`config.mk`:
```
export PLATFORM = sky130hd
export DESIGN_NAME = seq_sub_unit_flat
export DESIGN_NICKNAME = d
export VERILOG_FILES = /design/src/rtl/seq_sub_unit_if.sv /design/src/rtl/seq_sub_unit.sv /design/src/flat_wrapper.sv
export SDC_FILE = /design/constraint.sdc
export NUM_CORES = 1
export LEC_CHECK = 0
export BUFFER_PORTS_ARGS = -buffer_cell sky130_fd_sc_hd__buf_2
export CAP_MARGIN = 20
export CORE_MARGIN = 2
export CORE_UTILIZATION = 30
export CTS_CLUSTER_SIZE = 28
export DETAILED_ROUTE_END_ITERATION = 8
export PLACE_DENSITY = 0.45
export REMOVE_ABC_BUFFERS = 1
export SLEW_MARGIN = 20
export SYNTH_ARGS = -nofsm -noshare
export SYNTH_HDL_FRONTEND = slang
export SYNTH_SLANG_ARGS = --single-unit
```
`constraint.sdc`:
```
create_clock -name clk -period 2.2 [get_ports clk]
set_input_delay 0.22 -clock clk [delete_from_list [all_inputs] [get_ports clk]]
set_output_delay 0.22 -clock clk [all_outputs]
set_load 0.005 [all_outputs]
```
`src/rtl/seq_sub_unit_if.sv`:
```
// Operand/result handshake bundle for seq_sub_unit.
// Flag signals exist only when SUB_FLAGS_EN is defined.
interface seq_sub_unit_if;
  logic       in_valid;
  logic       in_ready;
  logic [7:0] a;
  logic [7:0] b;
  logic       bin;
  logic       out_valid;
  logic       out_ready;
  logic [7:0] d;
  logic       bout;
`ifdef SUB_FLAGS_EN
  logic       ovf;
  logic       zero;
  logic       neg;

  modport master (
    output in_valid, a, b, bin, out_ready,
    input  in_ready, out_valid, d, bout, ovf, zero, neg
  );
  modport slave (
    input  in_valid, a, b, bin, out_ready,
    output in_ready, out_valid, d, bout, ovf, zero, neg
  );
`else
  modport master (
    output in_valid, a, b, bin, out_ready,
    input  in_ready, out_valid, d, bout
  );
  modport slave (
    input  in_valid, a, b, bin, out_ready,
    output in_ready, out_valid, d, bout
  );
`endif
endinterface

```
`src/rtl/seq_sub_unit.sv`:
```
// Nibble-serial 8-bit subtractor (a - b - bin) using a 4-bit carry-lookahead stage.
// Optional macro SUB_FLAGS_EN adds registered ovf/zero/neg status outputs.
module seq_sub_unit (
  input  logic          clk,
  input  logic          rst_n,
  seq_sub_unit_if.slave bus
);

  localparam int unsigned DW = 8;
  localparam int unsigned NW = 4;

  localparam logic [1:0] IDLE = 2'd0;
  localparam logic [1:0] LOW  = 2'd1;
  localparam logic [1:0] HIGH = 2'd2;
  localparam logic [1:0] DONE = 2'd3;

  // 4-bit carry-lookahead adder; returns {carry_out, sum}.
  function automatic logic [NW:0] cla4(input logic [NW-1:0] x,
                                       input logic [NW-1:0] y,
                                       input logic           cin);
    logic [NW-1:0] g;
    logic [NW-1:0] p;
    logic [NW:0]   c;
    g    = x & y;
    p    = x ^ y;
    c[0] = cin;
    c[1] = g[0] | (p[0] & cin);
    c[2] = g[1] | (p[1] & g[0]) | (p[1] & p[0] & cin);
    c[3] = g[2] | (p[2] & g[1]) | (p[2] & p[1] & g[0])
         | (p[2] & p[1] & p[0] & cin);
    c[4] = g[3] | (p[3] & g[2]) | (p[3] & p[2] & g[1])
         | (p[3] & p[2] & p[1] & g[0]) | (p[3] & p[2] & p[1] & p[0] & cin);
    return {c[NW], p ^ c[NW-1:0]};
  endfunction

  logic [1:0]    r_state;
  logic [DW-1:0] r_a;
  logic [DW-1:0] r_b;
  logic          r_bin;
  logic          r_c4;
  logic [DW-1:0] r_d;
  logic          r_bout;
  logic          r_in_ready;
  logic          r_out_valid;

  logic [1:0]    w_state_nxt;
  logic [DW-1:0] w_a_nxt;
  logic [DW-1:0] w_b_nxt;
  logic          w_bin_nxt;
  logic          w_c4_nxt;
  logic [DW-1:0] w_d_nxt;
  logic          w_bout_nxt;
  logic          w_in_ready_nxt;
  logic          w_out_valid_nxt;

  logic [NW:0]   w_low;
  logic [NW:0]   w_high;

`ifdef SUB_FLAGS_EN
  logic          r_ovf;
  logic          r_zero;
  logic          r_neg;
  logic          w_ovf_nxt;
  logic          w_zero_nxt;
  logic          w_neg_nxt;
`endif

  // Subtraction as a + ~b + ~bin; borrow is the inverted final carry.
  assign w_low  = cla4(r_a[NW-1:0],  ~r_b[NW-1:0],  ~r_bin);
  assign w_high = cla4(r_a[DW-1:NW], ~r_b[DW-1:NW], r_c4);

  // Next-state and next-output logic.
  always_comb begin
    w_state_nxt = r_state;
    w_a_nxt     = r_a;
    w_b_nxt     = r_b;
    w_bin_nxt   = r_bin;
    w_c4_nxt    = r_c4;
    w_d_nxt     = r_d;
    w_bout_nxt  = r_bout;
`ifdef SUB_FLAGS_EN
    w_ovf_nxt   = r_ovf;
    w_zero_nxt  = r_zero;
    w_neg_nxt   = r_neg;
`endif

    case (r_state)
      IDLE: begin
        if (bus.in_valid) begin
          w_a_nxt     = bus.a;
          w_b_nxt     = bus.b;
          w_bin_nxt   = bus.bin;
          w_state_nxt = LOW;
        end
      end
      LOW: begin
        w_d_nxt[NW-1:0] = w_low[NW-1:0];
        w_c4_nxt        = w_low[NW];
        w_state_nxt     = HIGH;
      end
      HIGH: begin
        w_d_nxt[DW-1:NW] = w_high[NW-1:0];
        w_bout_nxt       = ~w_high[NW];
`ifdef SUB_FLAGS_EN
        w_ovf_nxt  = (r_a[DW-1] ^ r_b[DW-1]) & (w_high[NW-1] ^ r_a[DW-1]);
        w_zero_nxt = ({w_high[NW-1:0], r_d[NW-1:0]} == 8'd0);
        w_neg_nxt  = w_high[NW-1];
`endif
        w_state_nxt = DONE;
      end
      DONE: begin
        if (bus.out_ready) begin
          w_state_nxt = IDLE;
        end
      end
      default: begin
        w_state_nxt = IDLE;
      end
    endcase

    w_in_ready_nxt  = (w_state_nxt == IDLE);
    w_out_valid_nxt = (w_state_nxt == DONE);
  end

  // State and result registers; reset discards any in-flight operation.
  always_ff @(posedge clk) begin
    if (!rst_n) begin
      r_state     <= IDLE;
      r_a         <= '0;
      r_b         <= '0;
      r_bin       <= 1'b0;
      r_c4        <= 1'b0;
      r_d         <= '0;
      r_bout      <= 1'b0;
      r_in_ready  <= 1'b1;
      r_out_valid <= 1'b0;
`ifdef SUB_FLAGS_EN
      r_ovf       <= 1'b0;
      r_zero      <= 1'b0;
      r_neg       <= 1'b0;
`endif
    end else begin
      r_state     <= w_state_nxt;
      r_a         <= w_a_nxt;
      r_b         <= w_b_nxt;
      r_bin       <= w_bin_nxt;
      r_c4        <= w_c4_nxt;
      r_d         <= w_d_nxt;
      r_bout      <= w_bout_nxt;
      r_in_ready  <= w_in_ready_nxt;
      r_out_valid <= w_out_valid_nxt;
`ifdef SUB_FLAGS_EN
      r_ovf       <= w_ovf_nxt;
      r_zero      <= w_zero_nxt;
      r_neg       <= w_neg_nxt;
`endif
    end
  end

  assign bus.in_ready  = r_in_ready;
  assign bus.out_valid = r_out_valid;
  assign bus.d         = r_d;
  assign bus.bout      = r_bout;
`ifdef SUB_FLAGS_EN
  assign bus.ovf       = r_ovf;
  assign bus.zero      = r_zero;
  assign bus.neg       = r_neg;
`endif

endmodule
```
`src/flat_wrapper.sv`:
```
// flat-port wrapper written by rule: the top's interface ports become plain ports
module seq_sub_unit_flat 
  (clk, rst_n, bus_in_valid, bus_a, bus_b, bus_bin, bus_out_ready, bus_in_ready, bus_out_valid, bus_d, bus_bout);
  seq_sub_unit_if bus_i ();
  input  logic clk;
  input  logic rst_n;
  input wire logic [$bits(bus_i.in_valid)-1:0] bus_in_valid;
  input wire logic [$bits(bus_i.a)-1:0] bus_a;
  input wire logic [$bits(bus_i.b)-1:0] bus_b;
  input wire logic [$bits(bus_i.bin)-1:0] bus_bin;
  input wire logic [$bits(bus_i.out_ready)-1:0] bus_out_ready;
  output wire logic [$bits(bus_i.in_ready)-1:0] bus_in_ready;
  output wire logic [$bits(bus_i.out_valid)-1:0] bus_out_valid;
  output wire logic [$bits(bus_i.d)-1:0] bus_d;
  output wire logic [$bits(bus_i.bout)-1:0] bus_bout;
  assign bus_i.in_valid = bus_in_valid;
  assign bus_i.a = bus_a;
  assign bus_i.b = bus_b;
  assign bus_i.bin = bus_bin;
  assign bus_i.out_ready = bus_out_ready;
  assign bus_in_ready = bus_i.in_ready;
  assign bus_out_valid = bus_i.out_valid;
  assign bus_d = bus_i.d;
  assign bus_bout = bus_i.bout;
  seq_sub_unit u_core (.clk(clk), .rst_n(rst_n), .bus(bus_i));
endmodule
```
==> results of run 1 <==
==> layout make-up <==
cell class              count  area, sq um
clock buffers               6         82.6
multi-input cells         123          777
inverters                  10         37.5
repair buffers             32          163
fillers                   524         2990
well taps                  67         83.8
clock inverters             1         5.00
flip-flops and latches     31          621
==> cells in the mapped netlist <==
| cell | instances |
|---|---|
| sky130_fd_sc_hd__a21boi_1 | 3 |
| sky130_fd_sc_hd__nand2_1 | 45 |
| sky130_fd_sc_hd__ha_1 | 8 |
| sky130_fd_sc_hd__nand3_1 | 4 |
| sky130_fd_sc_hd__nand3b_1 | 1 |
| sky130_fd_sc_hd__dfxtp_1 | 31 |
| sky130_fd_sc_hd__o311ai_0 | 1 |
| sky130_fd_sc_hd__nand4b_1 | 6 |
| sky130_fd_sc_hd__mux2i_1 | 1 |
| sky130_fd_sc_hd__buf_2 | 2 |
| sky130_fd_sc_hd__nand2b_1 | 2 |
| sky130_fd_sc_hd__a21oi_1 | 3 |
| sky130_fd_sc_hd__a211oi_2 | 1 |
| sky130_fd_sc_hd__nand2_2 | 1 |
| sky130_fd_sc_hd__nor2_1 | 10 |
| sky130_fd_sc_hd__o32ai_1 | 1 |
| sky130_fd_sc_hd__nor3b_2 | 1 |
| sky130_fd_sc_hd__and2_1 | 1 |
| sky130_fd_sc_hd__clkbuf_1 | 3 |
| sky130_fd_sc_hd__a21boi_0 | 15 |
| sky130_fd_sc_hd__xnor2_1 | 2 |
| sky130_fd_sc_hd__o211a_1 | 3 |
| sky130_fd_sc_hd__inv_1 | 10 |
| sky130_fd_sc_hd__and4b_1 | 1 |
| sky130_fd_sc_hd__nor2b_1 | 3 |
| sky130_fd_sc_hd__or3_1 | 1 |
| sky130_fd_sc_hd__buf_4 | 2 |
| sky130_fd_sc_hd__buf_6 | 1 |
| sky130_fd_sc_hd__o31ai_1 | 1 |
| sky130_fd_sc_hd__a211oi_1 | 1 |
| sky130_fd_sc_hd__clkbuf_2 | 1 |
| sky130_fd_sc_hd__fa_1 | 2 |
| sky130_fd_sc_hd__o21ai_0 | 5 |
==> path summary, 6_finish.rpt <==
kind                      to  slack (ns)
max          u_core.bus.d[7]        0.47
min            u_core.r_b[2]        0.18
max reg2reg  u_core.bus.d[7]        0.47
min reg2reg    u_core.r_b[2]        0.46
==> layer usage <==
| layer | vias up | global-route usage |
|---|---|---|
| met2 | 21 | 0.207 |
| li1 | 636 | - |
| met4 | 0 | 0.0635 |
| met1 | 564 | 0.134 |
| met5 | - | 0 |
| met3 | 7 | 0.0447 |
==> registers in the layout (all words and copies together) (netlist names) <==
| signal | count |
|---|---|
| u_core.bus.bout | 1 |
| u_core.r_bin | 1 |
| u_core.bus.d | 8 |
| u_core.bus.out_valid | 1 |
| u_core.bus.in_ready | 1 |
| u_core.r_c4 | 1 |
| u_core.r_state | 2 |
| u_core.r_a | 8 |
| u_core.r_b | 8 |
==> kinds of logic after synthesis <==
| logic type | Yosys count |
|---|---|
| and+or+nand+nor | 76 |
| buffers and inverters | 19 |
| DFF | 31 |
| xor gates and xnor gates | 2 |
| adders and majority gates | 10 |
| muxes | 1 |
| AOI/OAI and AO/OA | 34 |
==> critical path, stage by stage (launching register included) <==
cell and delay (ns):
sky130_fd_sc_hd__dfxtp_1 0.32, sky130_fd_sc_hd__inv_1 0.07, sky130_fd_sc_hd__ha_1 0.30, sky130_fd_sc_hd__a211oi_2 0.27, sky130_fd_sc_hd__nor3b_2 0.10, sky130_fd_sc_hd__and4b_1 0.21
sky130_fd_sc_hd__or3_1 0.34
==> metrics by stage <==
step	cell area [sq um]	hold WS [ns]	std cells
final	1770	0.181	270
after detailed placement	1680	0.453	263
after CTS	1770	0.172	270
after global routing	1770	0.177	270
after floorplan	1440	0.322	164
after global placement	1680	0.449	263
==> power by group through the flow <==
stage,sequential (uW),clock (uW),combinational (uW)
global route,663,496,334
global placement,667,0,291
finish,655,449,290
CTS,656,470,298
floorplan,665,0,191
detailed placement,668,0,296
==> flow_results.xml, run 1 <==
<?xml version="1.0" encoding="UTF-8"?>
<metrics>
  <group name="grt">
    <metric name="global_route.usage.total" unit="">0.122</metric>
    <metric name="antenna_found_initial" unit="">0</metric>
    <metric name="vias_in_the_first_global_route" unit="">1178</metric>
    <metric name="wire_length_of_the_first_global_routing_pass" unit="um">5030</metric>
    <metric name="grt_max_degree" unit="">39</metric>
    <metric name="grt_remaining_overflow" unit="">0</metric>
  </group>
  <group name="pwr">
    <metric name="combinational_fraction_of_design_power" unit="">0.208</metric>
    <metric name="switching_share" unit="">0.287</metric>
    <metric name="p_per_area" unit="nW/um^2">788</metric>
    <metric name="seq_power_share" unit="">0.470</metric>
    <metric name="static-leakage-power" unit="uW">0.000772</metric>
    <metric name="vdd_ir_drop_max" unit="uV">278</metric>
    <metric name="power.switching" unit="uW">400</metric>
    <metric name="clk_network_pwr_share" unit="">0.322</metric>
    <metric name="design_power_total" unit="uW">1390</metric>
    <metric name="power.internal" unit="uW">995</metric>
  </group>
  <group name="drt">
    <metric name="ant_nets" unit="">0</metric>
    <metric name="route.layer.met1.wl" unit="um">1350</metric>
    <metric name="drcViolationCount" unit="">0</metric>
    <metric name="drt_iter0_markers" unit="">24</metric>
    <metric name="route.vias.total" unit="">1228</metric>
    <metric name="postRouteWirelength" unit="um">3000</metric>
    <metric name="routedWlPerCell" unit="um">11.1</metric>
    <metric name="vias_per_cell" unit="">4.55</metric>
    <metric name="drt-pass1-iter-count" unit="">2</metric>
    <metric name="wl_met3" unit="um">133</metric>
    <metric name="route.met2.wl" unit="um">1460</metric>
    <metric name="route.top_layer_used" unit="">met4</metric>
  </group>
  <group name="finish">
    <metric name="layout_common_cells" unit="">sky130_fd_sc_hd__nand2_1 (45), sky130_fd_sc_hd__buf_2 (31), sky130_fd_sc_hd__dfxtp_1 (31)</metric>
    <metric name="num-nets-final" unit="">234</metric>
    <metric name="final_common_cell" unit="">sky130_fd_sc_hd__nand2_1</metric>
    <metric name="antenna_cells_inserted" unit="">0</metric>
    <metric name="proportion_of_layout_cells_with_a_drive_suffix_above_1" unit="">0.207</metric>
    <metric name="layout.core_utilization" unit="">0.372</metric>
    <metric name="areaGrowthSynthToFinish" unit="%">18.9</metric>
  </group>
  <group name="placement">
    <metric name="count_of_input_and_output_buffers" unit="">31</metric>
    <metric name="dp.final_hpwl" unit="um">2140</metric>
    <metric name="place.gp.congestion" unit="">0.721</metric>
    <metric name="post-place-ws" unit="ns">0.467</metric>
  </group>
  <group name="cts">
    <metric name="clock_latency" unit="ns">0.28</metric>
    <metric name="cts.root.buffer_cell" unit="">sky130_fd_sc_hd__clkbuf_8</metric>
    <metric name="cts_sinks" unit="">31</metric>
    <metric name="post-cts-setup-buffer-count" unit="">0</metric>
    <metric name="hold_buffers" unit="">0</metric>
    <metric name="clock_pin_slew_reported_for_the_worst_setup_and_hold_paths_after_clock_tree_synthesis" unit="ns">0.07</metric>
    <metric name="ctsResizeCount" unit="">0</metric>
    <metric name="clock_path_buffers" unit="">2</metric>
    <metric name="cts_tree" unit="">done</metric>
    <metric name="tritoncts.num_buffers" unit="">5</metric>
    <metric name="clock_tree.htree_level_count" unit="">2</metric>
  </group>
  <group name="synthesis">
    <metric name="post_synth.cell_area_avg" unit="sq um">8.60</metric>
    <metric name="proportion_of_synthesized_area_in_mux_cells" unit="">0.00673</metric>
    <metric name="syn-instance-count" unit="">173</metric>
    <metric name="synth-xor-area-share" unit="">0.0118</metric>
    <metric name="yosys.area_share.simple" unit="">0.241</metric>
    <metric name="synth.distinct_cells" unit="">33</metric>
    <metric name="synth_warnings" unit="">0</metric>
    <metric name="yosys.area_share.adder" unit="">0.0942</metric>
    <metric name="synth-seq-area-share" unit="">0.417</metric>
    <metric name="biggest_area_contributors_in_the_synthesized_netlist" unit="">sky130_fd_sc_hd__dfxtp_1 (42%), sky130_fd_sc_hd__nand2_1 (11%), sky130_fd_sc_hd__a21boi_0 (7.6%), sky130_fd_sc_hd__ha_1 (6.7%), sky130_fd_sc_hd__nand4b_1 (3.5%)</metric>
    <metric name="syn-cell-area" unit="sq um">1490</metric>
    <metric name="netlist.top_cell.by_area" unit="">sky130_fd_sc_hd__dfxtp_1</metric>
    <metric name="dominant_combinational_cell_family_by_area_after_synthesis" unit="">simple AND/OR/NAND/NOR gates</metric>
    <metric name="postSynthRegisterBits" unit="">31</metric>
    <metric name="synth.top_cell.area_share" unit="">0.417</metric>
    <metric name="synth-compound-area-share" unit="">0.168</metric>
  </group>
  <group name="setup_path">
    <metric name="critical_path.reg2reg.startpoint" unit="">u_core.r_b[4]</metric>
    <metric name="critPathLaunchType" unit="">flop</metric>
    <metric name="critPathKind" unit="">reg -&gt; reg</metric>
    <metric name="worst-endpoint-required" unit="ns">2.37</metric>
    <metric name="timing.critical_path.to_type" unit="">flop</metric>
    <metric name="worstSetupStartpoint" unit="">u_core.r_b[4]</metric>
    <metric name="arrival" unit="ns">1.90</metric>
    <metric name="timing.critical_path.fanout_max" unit="">4</metric>
    <metric name="worst_r2r_path_depth" unit="">6</metric>
  </group>
  <group name="sta">
    <metric name="final_clock_skew" unit="ns">0.00741</metric>
    <metric name="timing_worst_slew_pin_value" unit="ns">0.654</metric>
    <metric name="timing_max_transition_violations_final" unit="">0</metric>
    <metric name="final.min_clock_period" unit="ns">1.73</metric>
    <metric name="timing.fmax" unit="GHz">0.577</metric>
    <metric name="fin_crit_sh" unit="">0.787</metric>
    <metric name="timing.slew.headroom" unit="">0.564</metric>
    <metric name="rsz0062_at_grt" unit="">false</metric>
    <metric name="smallest_setup_slack_after_layout" unit="ns">0.468</metric>
    <metric name="finalSetupViolations" unit="">0</metric>
    <metric name="report.final.hold_viol_count" unit="">0</metric>
    <metric name="totalNegativeSetupSlack" unit="ns">0</metric>
  </group>
  <group name="min_path">
    <metric name="holdCritStartpoint" unit="">bus_b[2]</metric>
    <metric name="timing.hold.worst.class" unit="">in -&gt; reg</metric>
    <metric name="timing.hold.worst_path_depth" unit="">3</metric>
  </group>
  <group name="floorplanning">
    <metric name="die_height" unit="um">74.4</metric>
    <metric name="ioPinCount" unit="">32</metric>
    <metric name="coreArea" unit="sq um">4750</metric>
    <metric name="design.die.area" unit="sq um">5540</metric>
    <metric name="initial_core_utilization" unit="">0.313</metric>
    <metric name="dieWidth" unit="um">74.4</metric>
    <metric name="core.rowCount" unit="">25</metric>
  </group>
  <group name="job">
    <metric name="timing.max_cap.violations" unit="">0</metric>
  </group>
  <group name="outcome">
    <metric name="status" unit="">finished, final reports clean</metric>
  </group>
</metrics>
Note: power is estimated with default switching activity, not from simulation.
==> run 2, diff against run 1 <==
Settings changed: ABC_AREA from default to 1, PLACE_DENSITY 0.45 to 0.47.
Clock period 2.2 ns to 1.5 ns, I/O delays scaled along.
==> run 2 against run 1 <==
- clock power grew 90%
- non-clock buffer count grew 2
- sequential share of layout area shrank 0.54 points
- final area grew 1.6%
- clock skew grew 0.00057 ns
- hold slack lost 0.066 ns
- highest routed layer unchanged
==> flow_results.xml, run 2 <==
<?xml version="1.0" encoding="UTF-8"?>
<metrics>
  <group name="outcome">
    <metric name="status" unit="">finished, final reports clean</metric>
  </group>
  <group name="sta">
    <metric name="timing_worst_slew_pin_value" unit="ns">0.315</metric>
    <metric name="totalNegativeSetupSlack" unit="ns">0</metric>
    <metric name="timing.slew.headroom" unit="">0.790</metric>
    <metric name="report.final.hold_viol_count" unit="">0</metric>
    <metric name="final_clock_skew" unit="ns">0.00798</metric>
    <metric name="timing_max_transition_violations_final" unit="">0</metric>
    <metric name="rsz0062_at_grt" unit="">false</metric>
    <metric name="fin_crit_sh" unit="">0.913</metric>
    <metric name="smallest_setup_slack_after_layout" unit="ns">0.131</metric>
    <metric name="finalSetupViolations" unit="">0</metric>
    <metric name="timing.fmax" unit="GHz">0.731</metric>
    <metric name="final.min_clock_period" unit="ns">1.37</metric>
  </group>
  <group name="synthesis">
    <metric name="synth-compound-area-share" unit="">0.142</metric>
    <metric name="netlist.top_cell.by_area" unit="">sky130_fd_sc_hd__dfxtp_1</metric>
    <metric name="synth.distinct_cells" unit="">21</metric>
    <metric name="syn-instance-count" unit="">191</metric>
    <metric name="proportion_of_synthesized_area_in_mux_cells" unit="">0</metric>
    <metric name="yosys.area_share.simple" unit="">0.220</metric>
    <metric name="synthMostInstantiatedCell" unit="">sky130_fd_sc_hd__dfxtp_1</metric>
    <metric name="synth_enable_flop_cells" unit="">0</metric>
    <metric name="biggest_area_contributors_in_the_synthesized_netlist" unit="">sky130_fd_sc_hd__dfxtp_1 (43%), sky130_fd_sc_hd__o21ai_0 (8.3%), sky130_fd_sc_hd__nor2_1 (7.8%), sky130_fd_sc_hd__ha_1 (6.9%), sky130_fd_sc_hd__inv_1 (6.5%)</metric>
    <metric name="most_common_library_cells_after_synthesis" unit="">sky130_fd_sc_hd__dfxtp_1 (31), sky130_fd_sc_hd__nor2_1 (30), sky130_fd_sc_hd__inv_1 (25)</metric>
    <metric name="yosys.area_share.adder" unit="">0.0971</metric>
    <metric name="synth_warnings" unit="">0</metric>
    <metric name="ys_async_sr_fraction" unit="">0</metric>
    <metric name="postSynthRegisterBits" unit="">31</metric>
    <metric name="synth-seq-area-share" unit="">0.430</metric>
    <metric name="synth.top_cell.area_share" unit="">0.430</metric>
    <metric name="dominant_combinational_cell_family_by_area_after_synthesis" unit="">simple AND/OR/NAND/NOR gates</metric>
    <metric name="synth_top_flop_cell" unit="">sky130_fd_sc_hd__dfxtp_1</metric>
    <metric name="synth-xor-area-share" unit="">0.0121</metric>
    <metric name="syn-cell-area" unit="sq um">1440</metric>
    <metric name="post_synth.cell_area_avg" unit="sq um">7.56</metric>
  </group>
  <group name="drt">
    <metric name="drt_iter0_markers" unit="">51</metric>
    <metric name="drcViolationCount" unit="">0</metric>
    <metric name="vias_per_cell" unit="">4.37</metric>
    <metric name="ant_nets" unit="">0</metric>
    <metric name="routedWlPerCell" unit="um">10.2</metric>
    <metric name="postRouteWirelength" unit="um">2880</metric>
    <metric name="route.vias.total" unit="">1231</metric>
    <metric name="drt-pass1-iter-count" unit="">4</metric>
  </group>
  <group name="setup_path">
    <metric name="slowest_delay" unit="ns">0.35</metric>
    <metric name="timing.critical_path.fanout_max" unit="">5</metric>
    <metric name="critPathKind" unit="">reg -&gt; reg</metric>
    <metric name="timing.critical_path.mode_cell" unit="">sky130_fd_sc_hd__nand2_1</metric>
    <metric name="timing.critical_path.to_type" unit="">flop</metric>
    <metric name="crit_chain" unit="">inv_1 -&gt; ha_1 -&gt; or2_0 -&gt; nand2_1 -&gt; nand2_1 -&gt; nand2_1 -&gt; nand3_1 -&gt; nand2_1 -&gt; inv_1</metric>
    <metric name="critical_path.slowest_cell" unit="">sky130_fd_sc_hd__ha_1</metric>
    <metric name="arrival" unit="ns">1.56</metric>
    <metric name="worst-endpoint-required" unit="ns">1.69</metric>
    <metric name="critPathLaunchType" unit="">flop</metric>
  </group>
  <group name="grt">
    <metric name="wire_length_of_the_first_global_routing_pass" unit="um">4810</metric>
    <metric name="grt_max_degree" unit="">30</metric>
    <metric name="grt_remaining_overflow" unit="">0</metric>
    <metric name="vias_in_the_first_global_route" unit="">1122</metric>
    <metric name="global_route.usage.total" unit="">0.118</metric>
    <metric name="antenna_found_initial" unit="">0</metric>
  </group>
  <group name="finish">
    <metric name="finish.cell_count_without_fillers" unit="">282</metric>
    <metric name="proportion_of_layout_cells_with_a_drive_suffix_above_1" unit="">0.219</metric>
    <metric name="num-nets-final" unit="">258</metric>
    <metric name="antenna_cells_inserted" unit="">0</metric>
    <metric name="areaGrowthSynthToFinish" unit="%">24.4</metric>
    <metric name="layout_common_cells" unit="">sky130_fd_sc_hd__buf_2 (31), sky130_fd_sc_hd__dfxtp_1 (31), sky130_fd_sc_hd__nor2_1 (30)</metric>
    <metric name="nFillCells" unit="">509</metric>
  </group>
  <group name="placement">
    <metric name="place.gp.congestion" unit="">0.833</metric>
    <metric name="dp.final_hpwl" unit="um">2150</metric>
    <metric name="count_of_input_and_output_buffers" unit="">31</metric>
    <metric name="dp_cells" unit="">274</metric>
    <metric name="post-place-ws" unit="ns">0.141</metric>
  </group>
  <group name="floorplanning">
    <metric name="core.rowCount" unit="">25</metric>
    <metric name="ioPinCount" unit="">32</metric>
    <metric name="coreArea" unit="sq um">4690</metric>
    <metric name="die_height" unit="um">73.4</metric>
    <metric name="dieWidth" unit="um">73.4</metric>
    <metric name="initial_core_utilization" unit="">0.308</metric>
    <metric name="design.die.area" unit="sq um">5380</metric>
  </group>
  <group name="pwr">
    <metric name="vdd_ir_drop_max" unit="uV">534</metric>
    <metric name="static-leakage-power" unit="uW">0.000890</metric>
    <metric name="p_per_area" unit="nW/um^2">1480</metric>
  </group>
  <group name="cts">
    <metric name="clock_tree.htree_level_count" unit="">2</metric>
    <metric name="clock_latency" unit="ns">0.28</metric>
    <metric name="clock_path_buffers" unit="">2</metric>
    <metric name="clock_pin_slew_reported_for_the_worst_setup_and_hold_paths_after_clock_tree_synthesis" unit="ns">0.07</metric>
    <metric name="cts_tree" unit="">done</metric>
    <metric name="cts_sinks" unit="">31</metric>
    <metric name="tritoncts.num_buffers" unit="">5</metric>
    <metric name="hold_buffers" unit="">0</metric>
    <metric name="cts.root.buffer_cell" unit="">sky130_fd_sc_hd__clkbuf_8</metric>
  </group>
  <group name="job">
    <metric name="timing.max_cap.violations" unit="">0</metric>
  </group>
  <group name="min_path">
    <metric name="timing.hold.worst.class" unit="">in -&gt; reg</metric>
  </group>
</metrics>
[run 2: metrics by stage]
| step | power [uW] | cell area [sq um] | utilization | hold WS (ns) |
|---|---|---|---|---|
| detailed placement | 1800 | 1650 | 0.352 | 0.412 |
| floorplan | 1570 | 1410 | - | 0.278 |
| finish | 2650 | 1800 | 0.383 | 0.115 |
| global placement | 1800 | 1650 | 0.352 | 0.406 |
| CTS | 2670 | 1770 | 0.377 | 0.112 |
| global route | 2860 | 1800 | 0.383 | 0.146 |
[run 2: timing repair]
action	CTS	global route
endpoints found under the setup margin	0	1
gates resized for setup	0	3
setup buffers	0	0
[run 2: power breakdown]
part / internal (uW) / switching (uW)
Clock: 537 / 317
Combinational: 329 / 443
Sequential: 960 / 65.8
[run 2: routing by layer]
layer | global-route usage | vias to the layer above | wire [um]
met2 | 0.177 | 24 | 1200
li1 | - | 689 | -
met1 | 0.150 | 512 | 1460
met5 | 0 | - | 0
met3 | 0.0370 | 6 | 144
met4 | 0.0606 | 0 | 69
[run 2: layout make-up]
class                   count  area [sq um]  share of cell area
inverters                  28           105              0.0585
clock inverters             2          35.0              0.0195
repair buffers             34           178              0.0989
flip-flops and latches     31           621               0.345
clock buffers               6          82.6              0.0460
well taps                  54          67.6              0.0376
multi-input cells         127           708               0.394
[run 2: worst max-delay path: cells and delay by family, from the launching register on]
| family | cells | cell delay (ns) |
|---|---|---|
| adder cells (fa/ha/maj) | 1 | 0.35 |
| buffers and inverters | 2 | 0.08 |
| AND/OR/NAND/NOR | 6 | 0.53 |
| flip-flops | 1 | 0.31 |
[run 2: final timing paths]
kind | from | to | slack [ns] | cells past startpoint
setup / recovery | u_core.r_b[6] | u_core.bus.d[7] | 0.13 | 9
hold / removal | bus_a[7] | u_core.r_a[7] | 0.12 | 3
setup reg to reg | u_core.r_b[6] | u_core.bus.d[7] | 0.13 | 9
hold reg to reg | u_core.r_b[5] | u_core.r_b[5] | 0.46 | 2
[run 2: cell families after synthesis]
logic type | after synthesis
AOI/OAI and AO/OA | 41
xor gates and xnor gates | 2
adders and majority gates | 10
buffers and inverters | 33
DFF | 31
and+or+nand+nor | 74
==> run 3, diff against run 2 <==
Settings changed: PLACE_DENSITY 0.47 to 0.45.
Clock period 1.5 ns to 1.6 ns, I/O delays scaled along.
==> run 3 against run 2 <==
- final area down 3.8%
- register-to-register slack improved by 0.11 ns
- cell count down 0.35%
- sequential share of layout area up 1.4 points
- clock power is 32% lower
- largest power group unchanged
==> flow_results.xml, run 3 (same netlist as run 2, synthesis figures left out) <==
<?xml version="1.0" encoding="UTF-8"?>
<metrics>
  <group name="setup_path">
    <metric name="worst_r2r_path_depth" unit="">9</metric>
    <metric name="timing.critical_path.fanout_max" unit="">5</metric>
    <metric name="worst-path-stages" unit="">9</metric>
    <metric name="critical_path.n_buffers_inverters" unit="">2</metric>
    <metric name="slowest_delay" unit="ns">0.34</metric>
    <metric name="critical_path.reg2reg.startpoint" unit="">u_core.r_b[6]</metric>
    <metric name="timing.critical_path.mode_cell" unit="">sky130_fd_sc_hd__nand2_1</metric>
    <metric name="critPathLaunchType" unit="">flop</metric>
    <metric name="critical_path.slowest_cell" unit="">sky130_fd_sc_hd__ha_1</metric>
    <metric name="crit_chain" unit="">inv_1 -&gt; ha_1 -&gt; or2_0 -&gt; nand2_1 -&gt; nand2_1 -&gt; nand2_1 -&gt; nand3_1 -&gt; nand2_1 -&gt; inv_1</metric>
    <metric name="timing.critical_path.to_type" unit="">flop</metric>
    <metric name="worst-endpoint-required" unit="ns">1.78</metric>
    <metric name="timing.critical_path.max_delay_family" unit="">simple AND/OR/NAND/NOR gates</metric>
    <metric name="critPathKind" unit="">reg -&gt; reg</metric>
    <metric name="worstSetupStartpoint" unit="">u_core.r_b[6]</metric>
    <metric name="arrival" unit="ns">1.55</metric>
  </group>
  <group name="cts">
    <metric name="ctsResizeCount" unit="">0</metric>
    <metric name="post-cts-setup-buffer-count" unit="">0</metric>
    <metric name="clock_tree.htree_level_count" unit="">2</metric>
    <metric name="cts_sinks" unit="">31</metric>
    <metric name="clock_path_buffers" unit="">2</metric>
    <metric name="clock_latency" unit="ns">0.28</metric>
    <metric name="clock_pin_slew_reported_for_the_worst_setup_and_hold_paths_after_clock_tree_synthesis" unit="ns">0.07</metric>
    <metric name="tritoncts.num_buffers" unit="">5</metric>
    <metric name="cts.root.buffer_cell" unit="">sky130_fd_sc_hd__clkbuf_8</metric>
    <metric name="hold_buffers" unit="">0</metric>
    <metric name="cts_tree" unit="">done</metric>
  </group>
  <group name="sta">
    <metric name="rsz0062_at_grt" unit="">false</metric>
    <metric name="final.min_clock_period" unit="ns">1.36</metric>
    <metric name="finalSetupViolations" unit="">0</metric>
    <metric name="timing_max_transition_violations_final" unit="">0</metric>
    <metric name="timing.fmax" unit="GHz">0.735</metric>
    <metric name="timing.slew.headroom" unit="">0.787</metric>
    <metric name="worst_hold_slack" unit="ns">0.139</metric>
    <metric name="fin_crit_sh" unit="">0.850</metric>
    <metric name="final_clock_skew" unit="ns">0.00655</metric>
    <metric name="totalNegativeSetupSlack" unit="ns">0</metric>
    <metric name="timing_worst_slew_pin_value" unit="ns">0.319</metric>
    <metric name="report.final.hold_viol_count" unit="">0</metric>
  </group>
  <group name="drt">
    <metric name="drcViolationCount" unit="">0</metric>
    <metric name="wl_met3" unit="um">105</metric>
    <metric name="ant_nets" unit="">0</metric>
    <metric name="drt_iter0_markers" unit="">37</metric>
    <metric name="drt-pass1-iter-count" unit="">2</metric>
    <metric name="routedWlPerCell" unit="um">10.3</metric>
    <metric name="route.vias.total" unit="">1258</metric>
    <metric name="route.layer.met1.wl" unit="um">1380</metric>
    <metric name="route.met2.wl" unit="um">1340</metric>
    <metric name="postRouteWirelength" unit="um">2900</metric>
    <metric name="route.top_layer_used" unit="">met4</metric>
    <metric name="vias_per_cell" unit="">4.48</metric>
  </group>
  <group name="grt">
    <metric name="global_route.usage.total" unit="">0.128</metric>
    <metric name="vias_in_the_first_global_route" unit="">1218</metric>
    <metric name="grt_remaining_overflow" unit="">0</metric>
    <metric name="wire_length_of_the_first_global_routing_pass" unit="um">5220</metric>
    <metric name="antenna_found_initial" unit="">0</metric>
    <metric name="grt_max_degree" unit="">30</metric>
  </group>
  <group name="pwr">
    <metric name="seq_power_share" unit="">0.431</metric>
    <metric name="combinational_fraction_of_design_power" unit="">0.308</metric>
    <metric name="p_per_area" unit="nW/um^2">1300</metric>
    <metric name="power.switching" unit="uW">755</metric>
    <metric name="power.internal" unit="uW">1480</metric>
    <metric name="clk_network_pwr_share" unit="">0.261</metric>
    <metric name="static-leakage-power" unit="uW">0.000870</metric>
    <metric name="vdd_ir_drop_max" unit="uV">540</metric>
    <metric name="switching_share" unit="">0.338</metric>
  </group>
  <group name="finish">
    <metric name="proportion_of_layout_cells_with_a_drive_suffix_above_1" unit="">0.203</metric>
    <metric name="antenna_cells_inserted" unit="">0</metric>
    <metric name="areaGrowthSynthToFinish" unit="%">19.7</metric>
    <metric name="layout_common_cells" unit="">sky130_fd_sc_hd__buf_2 (31), sky130_fd_sc_hd__dfxtp_1 (31), sky130_fd_sc_hd__nor2_1 (30)</metric>
    <metric name="num-nets-final" unit="">257</metric>
    <metric name="layout.core_utilization" unit="">0.368</metric>
  </group>
  <group name="min_path">
    <metric name="timing.hold.worst.class" unit="">in -&gt; reg</metric>
    <metric name="holdCritStartpoint" unit="">bus_a[5]</metric>
    <metric name="timing.hold.worst_path_depth" unit="">3</metric>
  </group>
  <group name="floorplanning">
    <metric name="dieWidth" unit="um">73.4</metric>
    <metric name="initial_core_utilization" unit="">0.308</metric>
    <metric name="ioPinCount" unit="">32</metric>
    <metric name="design.die.area" unit="sq um">5380</metric>
    <metric name="core.rowCount" unit="">25</metric>
    <metric name="coreArea" unit="sq um">4690</metric>
    <metric name="die_height" unit="um">73.4</metric>
  </group>
  <group name="outcome">
    <metric name="status" unit="">finished, final reports clean</metric>
  </group>
  <group name="placement">
    <metric name="count_of_input_and_output_buffers" unit="">31</metric>
    <metric name="dp.final_hpwl" unit="um">2190</metric>
    <metric name="place.gp.congestion" unit="">0.719</metric>
  </group>
  <group name="job">
    <metric name="timing.max_cap.violations" unit="">0</metric>
  </group>
</metrics>
[run 3: worst register-to-register path: cells and delay by family, from the launching register on]
kind	cells	cell delay, ns
adders and majority gates	1	0.34
DFF	1	0.30
buffers and inverters	2	0.08
and+or+nand+nor	6	0.56
[run 3: worst paths after layout]
kind                                        end  slack, ns
worst max register to register  u_core.bus.d[7]       0.24
worst min register to register    u_core.r_b[1]       0.46
worst max-delay path            u_core.bus.d[7]       0.24
worst min-delay path              u_core.r_a[5]       0.14
[run 3: metal layers]
| metal | vias to the layer above | GRT usage |
|---|---|---|
| met1 | 548 | 0.146 |
| li1 | 685 | - |
| met2 | 19 | 0.215 |
| met5 | - | 0 |
| met4 | 0 | 0.0667 |
| met3 | 6 | 0.0370 |
[run 3: area by class of cell]
cell class | instances | area [sq um]
timing repair buffer | 33 | 170
clock buffer | 5 | 68.8
inverter | 28 | 105
fill | 512 | 2960
tap | 54 | 67.6
sequential | 31 | 621
clock inverter | 3 | 15.0
multi-input combinational | 127 | 681
[run 3: through the flow]
stage / instance area [sq um] / setup WS [ns] / cells / total power [uW]
6_report: 1730 / 0.239 / 281 / 2240
5_1_grt: 1730 / 0.106 / 281 / 2470
4_1_cts: 1730 / 0.242 / 281 / 2290
3_5_place_dp: 1640 / 0.242 / 273 / 1690
3_3_place_gp: 1640 / 0.252 / 273 / 1690
2_1_floorplan: 1410 / 0.332 / 186 / 1470
[run 3: power by group through the flow]
stage	Clock, uW	Combinational (uW)	Sequential [uW]
finish	584	689	964
global route	662	827	983
CTS	614	704	967
detailed placement	0	702	984
global placement	0	705	982
floorplan	0	495	978
